$ cat config.mk
export PLATFORM = sky130hd
export DESIGN_NAME = lb_bankmux
export DESIGN_NICKNAME = d
export VERILOG_FILES = /design/src/rtl/lb_bankmux_pkg.sv /design/src/rtl/lb_delayline.sv /design/src/rtl/lb_bankmux.sv
export SDC_FILE = /design/constraint.sdc
export NUM_CORES = 1
export LEC_CHECK = 0
export BUFFER_PORTS_ARGS = -buffer_cell sky130_fd_sc_hd__buf_2
export CORE_UTILIZATION = 36
export CTS_CLUSTER_SIZE = 28
export DETAILED_ROUTE_END_ITERATION = 12
export MAX_ROUTING_LAYER = met4
export PLACE_DENSITY_LB_ADDON = 0.2
export SYNTH_ARGS = -nofsm -noshare
export SYNTH_HDL_FRONTEND = slang
export SYNTH_SLANG_ARGS = --single-unit
$ cat constraint.sdc
create_clock -name i_clk -period 5 [get_ports i_clk]
set_clock_uncertainty 0.15 [all_clocks]
set_input_delay 1.25 -clock i_clk [delete_from_list [all_inputs] [get_ports i_clk]]
set_output_delay 1.25 -clock i_clk [all_outputs]
set_load 0.01 [all_outputs]
$ cat src/rtl/lb_bankmux_pkg.sv
// Shared types and constants for the local-bus bank multiplexer.
package lb_bankmux_pkg;

    localparam logic [31:0] UNMAPPED_DATA = 32'hDEAD_BEEF;

    // Widest bank index the metadata struct can carry (up to 256 banks).
    localparam int unsigned BANK_IDX_MAXW = 8;

    function automatic int unsigned bank_idx_w(input int unsigned nbank);
        return (nbank <= 2) ? 1 : $clog2(nbank);
    endfunction

    typedef struct packed {
        logic                     valid;
        logic                     last;
        logic [BANK_IDX_MAXW-1:0] bank;
        logic                     unmapped;
    } rd_meta_t;

endpackage

$ cat src/rtl/lb_delayline.sv
// Fixed-depth shift register with synchronous reset; DEPTH of 0 is a wire.
module lb_delayline #(
    parameter int unsigned WIDTH = 1,
    parameter int unsigned DEPTH = 1
) (
    input  logic             i_clk,
    input  logic             i_reset,
    input  logic [WIDTH-1:0] i_d,
    output logic [WIDTH-1:0] o_q
);

    generate
        if (DEPTH == 0) begin : g_pass
            assign o_q = i_d;
        end else begin : g_pipe
            logic [WIDTH-1:0] r_stage [DEPTH];

            always_ff @(posedge i_clk) begin
                if (i_reset) begin
                    for (int i = 0; i < DEPTH; i++) begin
                        r_stage[i] <= '0;
                    end
                end else begin
                    r_stage[0] <= i_d;
                    for (int i = 1; i < DEPTH; i++) begin
                        r_stage[i] <= r_stage[i-1];
                    end
                end
            end

            assign o_q = r_stage[DEPTH-1];
        end
    endgenerate

endmodule

$ cat src/rtl/lb_bankmux.sv
// Local-bus to block-RAM bank multiplexer with a fixed READDELAY read latency.
module lb_bankmux
    import lb_bankmux_pkg::*;
#(
    parameter int unsigned DATA_WIDTH = 32,
    parameter int unsigned ADDR_WIDTH = 24,
    parameter int unsigned NBANK      = 4,
    parameter int unsigned BANK_AW    = 12,
    parameter int unsigned BANK_LAT   = 2,
    parameter int unsigned READDELAY  = 5
) (
    input  logic                        i_clk,
    input  logic                        i_reset,
    input  logic                        i_wren,
    input  logic [ADDR_WIDTH-1:0]       i_waddr,
    input  logic [DATA_WIDTH-1:0]       i_wdata,
    input  logic                        i_rden,
    input  logic                        i_rdenlast,
    input  logic [ADDR_WIDTH-1:0]       i_raddr,
    output logic                        o_rvalid,
    output logic                        o_rvalidlast,
    output logic [DATA_WIDTH-1:0]       o_rdata,
    output logic [NBANK-1:0]            o_bank_we,
    output logic [BANK_AW-1:0]          o_bank_waddr,
    output logic [DATA_WIDTH-1:0]       o_bank_wdata,
    output logic [NBANK-1:0]            o_bank_re,
    output logic [BANK_AW-1:0]          o_bank_raddr,
    input  logic [NBANK*DATA_WIDTH-1:0] i_bank_rdata,
    output logic [7:0]                  o_err_cnt
);

    localparam int unsigned BW       = bank_idx_w(NBANK);
    localparam int unsigned MAP_W    = BANK_AW + BW;
    localparam int unsigned META_W   = $bits(rd_meta_t);
    localparam int unsigned META1_D  = BANK_LAT + 1;
    localparam int unsigned META2_D  = (READDELAY > BANK_LAT + 1) ? READDELAY - BANK_LAT - 1 : 1;
    localparam int unsigned DATA_DLY = (READDELAY >= BANK_LAT + 2) ? READDELAY - BANK_LAT - 2 : 0;
    localparam logic [DATA_WIDTH-1:0] UNMAP_W = DATA_WIDTH'(UNMAPPED_DATA);

    generate
        if (READDELAY < BANK_LAT + 2) begin : g_bad_delay
            $error("lb_bankmux: READDELAY must be at least BANK_LAT+2");
        end
    endgenerate

    logic [BW-1:0]    w_wr_bank;
    logic [BW-1:0]    w_rd_bank;
    logic             w_wr_unmapped;
    logic             w_rd_unmapped;
    logic [NBANK-1:0] w_wr_onehot;
    logic [NBANK-1:0] w_rd_onehot;

    assign w_wr_bank   = i_waddr[BANK_AW +: BW];
    assign w_rd_bank   = i_raddr[BANK_AW +: BW];
    assign w_wr_onehot = NBANK'(1) << w_wr_bank;
    assign w_rd_onehot = NBANK'(1) << w_rd_bank;

    generate
        if (MAP_W < ADDR_WIDTH) begin : g_unmap
            assign w_wr_unmapped = |i_waddr[ADDR_WIDTH-1:MAP_W];
            assign w_rd_unmapped = |i_raddr[ADDR_WIDTH-1:MAP_W];
        end else begin : g_all_mapped
            assign w_wr_unmapped = 1'b0;
            assign w_rd_unmapped = 1'b0;
        end
    endgenerate

    logic [NBANK-1:0]      r_bank_we;
    logic [BANK_AW-1:0]    r_bank_waddr;
    logic [DATA_WIDTH-1:0] r_bank_wdata;
    logic [NBANK-1:0]      r_bank_re;
    logic [BANK_AW-1:0]    r_bank_raddr;
    logic [7:0]            r_err_cnt;
    logic [DATA_WIDTH-1:0] r_cap;

    logic       w_wr_err;
    logic       w_rd_err;
    logic [8:0] w_err_sum;

    assign w_wr_err  = i_wren & w_wr_unmapped;
    assign w_rd_err  = i_rden & w_rd_unmapped;
    assign w_err_sum = {1'b0, r_err_cnt} + {8'd0, w_wr_err} + {8'd0, w_rd_err};

    always_ff @(posedge i_clk) begin
        if (i_reset) begin
            r_bank_we    <= '0;
            r_bank_waddr <= '0;
            r_bank_wdata <= '0;
            r_bank_re    <= '0;
            r_bank_raddr <= '0;
            r_err_cnt    <= '0;
        end else begin
            r_bank_we <= (i_wren && !w_wr_unmapped) ? w_wr_onehot : '0;
            r_bank_re <= (i_rden && !w_rd_unmapped) ? w_rd_onehot : '0;
            if (i_wren && !w_wr_unmapped) begin
                r_bank_waddr <= i_waddr[BANK_AW-1:0];
                r_bank_wdata <= i_wdata;
            end
            if (i_rden && !w_rd_unmapped) begin
                r_bank_raddr <= i_raddr[BANK_AW-1:0];
            end
            r_err_cnt <= w_err_sum[8] ? 8'hFF : w_err_sum[7:0];
        end
    end

    // Read metadata is split so the capture stage can see it exactly when bank data lands.
    rd_meta_t w_meta_in;
    rd_meta_t w_meta1;
    rd_meta_t w_meta2;

    always_comb begin
        w_meta_in          = '0;
        w_meta_in.valid    = i_rden;
        w_meta_in.last     = i_rden & i_rdenlast;
        w_meta_in.bank     = BANK_IDX_MAXW'(w_rd_bank);
        w_meta_in.unmapped = i_rden & w_rd_unmapped;
    end

    lb_delayline #(
        .WIDTH (META_W),
        .DEPTH (META1_D)
    ) u_meta1 (
        .i_clk   (i_clk),
        .i_reset (i_reset),
        .i_d     (w_meta_in),
        .o_q     (w_meta1)
    );

    lb_delayline #(
        .WIDTH (META_W),
        .DEPTH (META2_D)
    ) u_meta2 (
        .i_clk   (i_clk),
        .i_reset (i_reset),
        .i_d     (w_meta1),
        .o_q     (w_meta2)
    );

    logic [DATA_WIDTH-1:0] w_bank_sel;
    assign w_bank_sel = i_bank_rdata[int'(w_meta1.bank[BW-1:0]) * DATA_WIDTH +: DATA_WIDTH];

    // Capture only on valid beats so the aligned stream, and thus rdata, holds between reads.
    always_ff @(posedge i_clk) begin
        if (i_reset) begin
            r_cap <= '0;
        end else if (w_meta1.valid) begin
            r_cap <= w_meta1.unmapped ? UNMAP_W : w_bank_sel;
        end
    end

    logic [DATA_WIDTH-1:0] w_data_dly;

    lb_delayline #(
        .WIDTH (DATA_WIDTH),
        .DEPTH (DATA_DLY)
    ) u_data_dly (
        .i_clk   (i_clk),
        .i_reset (i_reset),
        .i_d     (r_cap),
        .o_q     (w_data_dly)
    );

    logic w_unused;
    assign w_unused = ^{w_meta2.bank, w_meta2.unmapped, w_meta1.bank};

    assign o_rvalid     = w_meta2.valid;
    assign o_rvalidlast = w_meta2.last;
    assign o_rdata      = w_data_dly;
    assign o_bank_we    = r_bank_we;
    assign o_bank_waddr = r_bank_waddr;
    assign o_bank_wdata = r_bank_wdata;
    assign o_bank_re    = r_bank_re;
    assign o_bank_raddr = r_bank_raddr;
    assign o_err_cnt    = r_err_cnt;

endmodule

==> reports/qor.csv <==
metric,value,unit
status,"finished, final reports clean",
max_freq,315,MHz
detail-route-antenna-nets,0,
syn_to_final_growth,34.8,%
synth.cell_area,6410,um^2
fp.dieArea,18300,um^2
tightest_slew,1.13,ns
diodes,0,
synth-edff-count,0,
setup_tns,0,ns
place.gp.congestion,0.752,
synth.avg_cell_area,11.5,um^2
final-max-slew-violation-count,0,
synthTopCellsByArea,"dfxtp_1 (48%), mux4_2 (11%), nand2b_1 (11%)",
synth_cell_types,36,
layout_common_cells,"buf_2 (317), dfxtp_1 (154), nand2b_1 (115)",
numCtsBuffers,17,
finalSetupViolations,0,
fin_crit,3.18,ns
drive_above_1_share,0.452,
criticalPathCategory,in2reg,
postCtsHoldBufs,0,
wirelength,15300,um
antenna_found_initial,0,
crit_required,5.15,ns
post_cts_resized,0,
synth_nets,770,
hold_viol,0,
grtUsageTotal,0.172,
yosysWarnings,0,
port_buffers,318,
cp.arrival,3.33,ns
grt_pass1_wl,23600,um
overflow,0,
ir_drop,0.000216,V
dp_hpwl,11000,um
cts_max_level,4,
start_kind,input pin,
dpl_cell_area,8020,um^2
cts_tree,done,
p_per_area,326,nW/um^2
ys_seq_elements,155,
initial_utilization,0.369,
nNetsFinal,1069,
yosys.area.top_type,dfxtp_1,
core_area,17400,um^2
cts.path.max_buffers,2,
reg2reg_slack,2.78,ns
r2r_end,r_cap[23],
num_vias,5023,
crit_path_end_kind,flop,
clock_sinks,155,
synthesis.instances,555,
min-delay-start,u_meta1.g_pipe.r_stage[0][2],
synth_flop_cell,dfxtp_1,
clkLatencyLatePin,0.42,ns
r2r-start,u_meta1.g_pipe.r_stage[0][23],
grt_pass1_vias,4697,
std_cell_rows,48,
rsz0062_at_grt,no,
cts_setup_buffers,0,
hold_end,u_meta1.g_pipe.r_stage[0][13],
root_buffer,clkbuf_16,
clk_pin_slew_worst_paths,0.07,ns
total_leakage_power,3.86,nW
max_cap_viol_count,0,
design_area,8640,um^2
synth_top_area_frac,0.484,
hold_class,reg2reg,
die_y,135,um
slew_headroom,0.244,
via_per_inst,4.60,
finalCritPeriodShare,0.636,
ys_seq_area_frac,0.484,
placed_cells,1060,
routedWlPerCell,14.0,um
ios,319,
async_reset_ff_frac,0,
min_path_cells,1,
rr_worst_depth,2,
grt_max_degree,96,
final_common_cell,buf_2,
drt-pass1-iter-count,4,
die-width,135,um
worst-path-max-fanout,8,
finalNonFillerCells,1092,
drc,0,
final_core_utilization,0.498,
dr.first_iter.drc_count,178,
[routing by layer]
metal | wire [um] | up-vias | global-route usage
met5 | 0 | - | -
met2 | 7400 | 197 | 0.275
met4 | 284 | 0 | 0.0693
li1 | - | 2514 | -
met1 | 6520 | 2290 | 0.204
met3 | 1070 | 22 | 0.0483
[worst max-delay path, stage by stage]
cell and delay (ns):
buf_2 0.10, nor4_2 0.41, a31oi_1 0.17, fa_1 0.46, ha_1 0.24, and3_1 0.27, nor4b_1 0.33, nor3b_1 0.08
[Yosys cell counts, drive strengths merged, types with 3 or more instances]
library cell,instances
clkbuf,24
a21oi,12
nor3,6
and3,3
nor4,6
nor2b,58
nor2,14
o22a,24
a31oi,6
mux4,32
and4,4
nand2b,115
inv,8
mux2i,56
buf,17
dfxtp,155
[state kept, by name (all words and copies together), names as in the netlist, 8 cells and up]
signal,count
o_bank_wdata,32
r_cap,32
u_data_dly.g_pipe.r_stage,32
u_meta1.g_pipe.r_stage,15
o_bank_raddr,12
o_bank_waddr,12
o_err_cnt,8
[stage by stage]
| stage | power (mW) | worst slack (ns) | hold WS, ns |
|---|---|---|---|
| 2_1_floorplan | 1.40 | 1.62 | 0.264 |
| 3_3_place_gp | 1.51 | 1.46 | 0.265 |
| 3_5_place_dp | 1.51 | 1.39 | 0.274 |
| 4_1_cts | 2.86 | 1.84 | 0.286 |
| 5_1_grt | 2.94 | 1.62 | 0.296 |
| 6_report | 2.82 | 1.82 | 0.284 |
[kinds of logic (layout without fill, tap and decap cells)]
logic type               count (synthesis)  count (layout)  synth area share
AO/OA/AOI/OAI                           45              45            0.0512
flip-flops                             155             155             0.484
XOR/XNOR                                 1               1           0.00137
adder cells (fa/ha/maj)                  2               2           0.00508
AND/OR/NAND/NOR                        215             215             0.209
multiplexers                            88              88             0.200
buffers and inverters                   49             361            0.0492
[worst max-delay path by stage]
stage / slack, ns / to / depth (start not counted) / start
global route: 1.62 / o_err_cnt[7] / 8 / i_raddr[15]
floorplan: 1.62 / o_err_cnt[7] / 8 / i_raddr[21]
detailed placement: 1.39 / o_err_cnt[7] / 8 / i_raddr[15]
CTS: 1.84 / o_err_cnt[7] / 8 / i_raddr[15]
finish: 1.82 / o_err_cnt[7] / 8 / i_raddr[15]
global placement: 1.46 / o_err_cnt[7] / 8 / i_raddr[15]
[layout make-up]
class                      count  area (um^2)
multi-input combinational    351         2990
tap                          225          282
fill                        1589         8720
clock buffer                  19          453
timing repair buffer         321         1620
inverter                       8         30.0
sequential                   155         3100
clock inverter                13          165
[where the power goes]
group / switching, mW / internal [mW]
Clock: 0.517 / 0.815
Sequential: 0.0118 / 1.26
Combinational: 0.0851 / 0.130
Total: 0.613 / 2.20
Power figures use the tool's default switching activity.
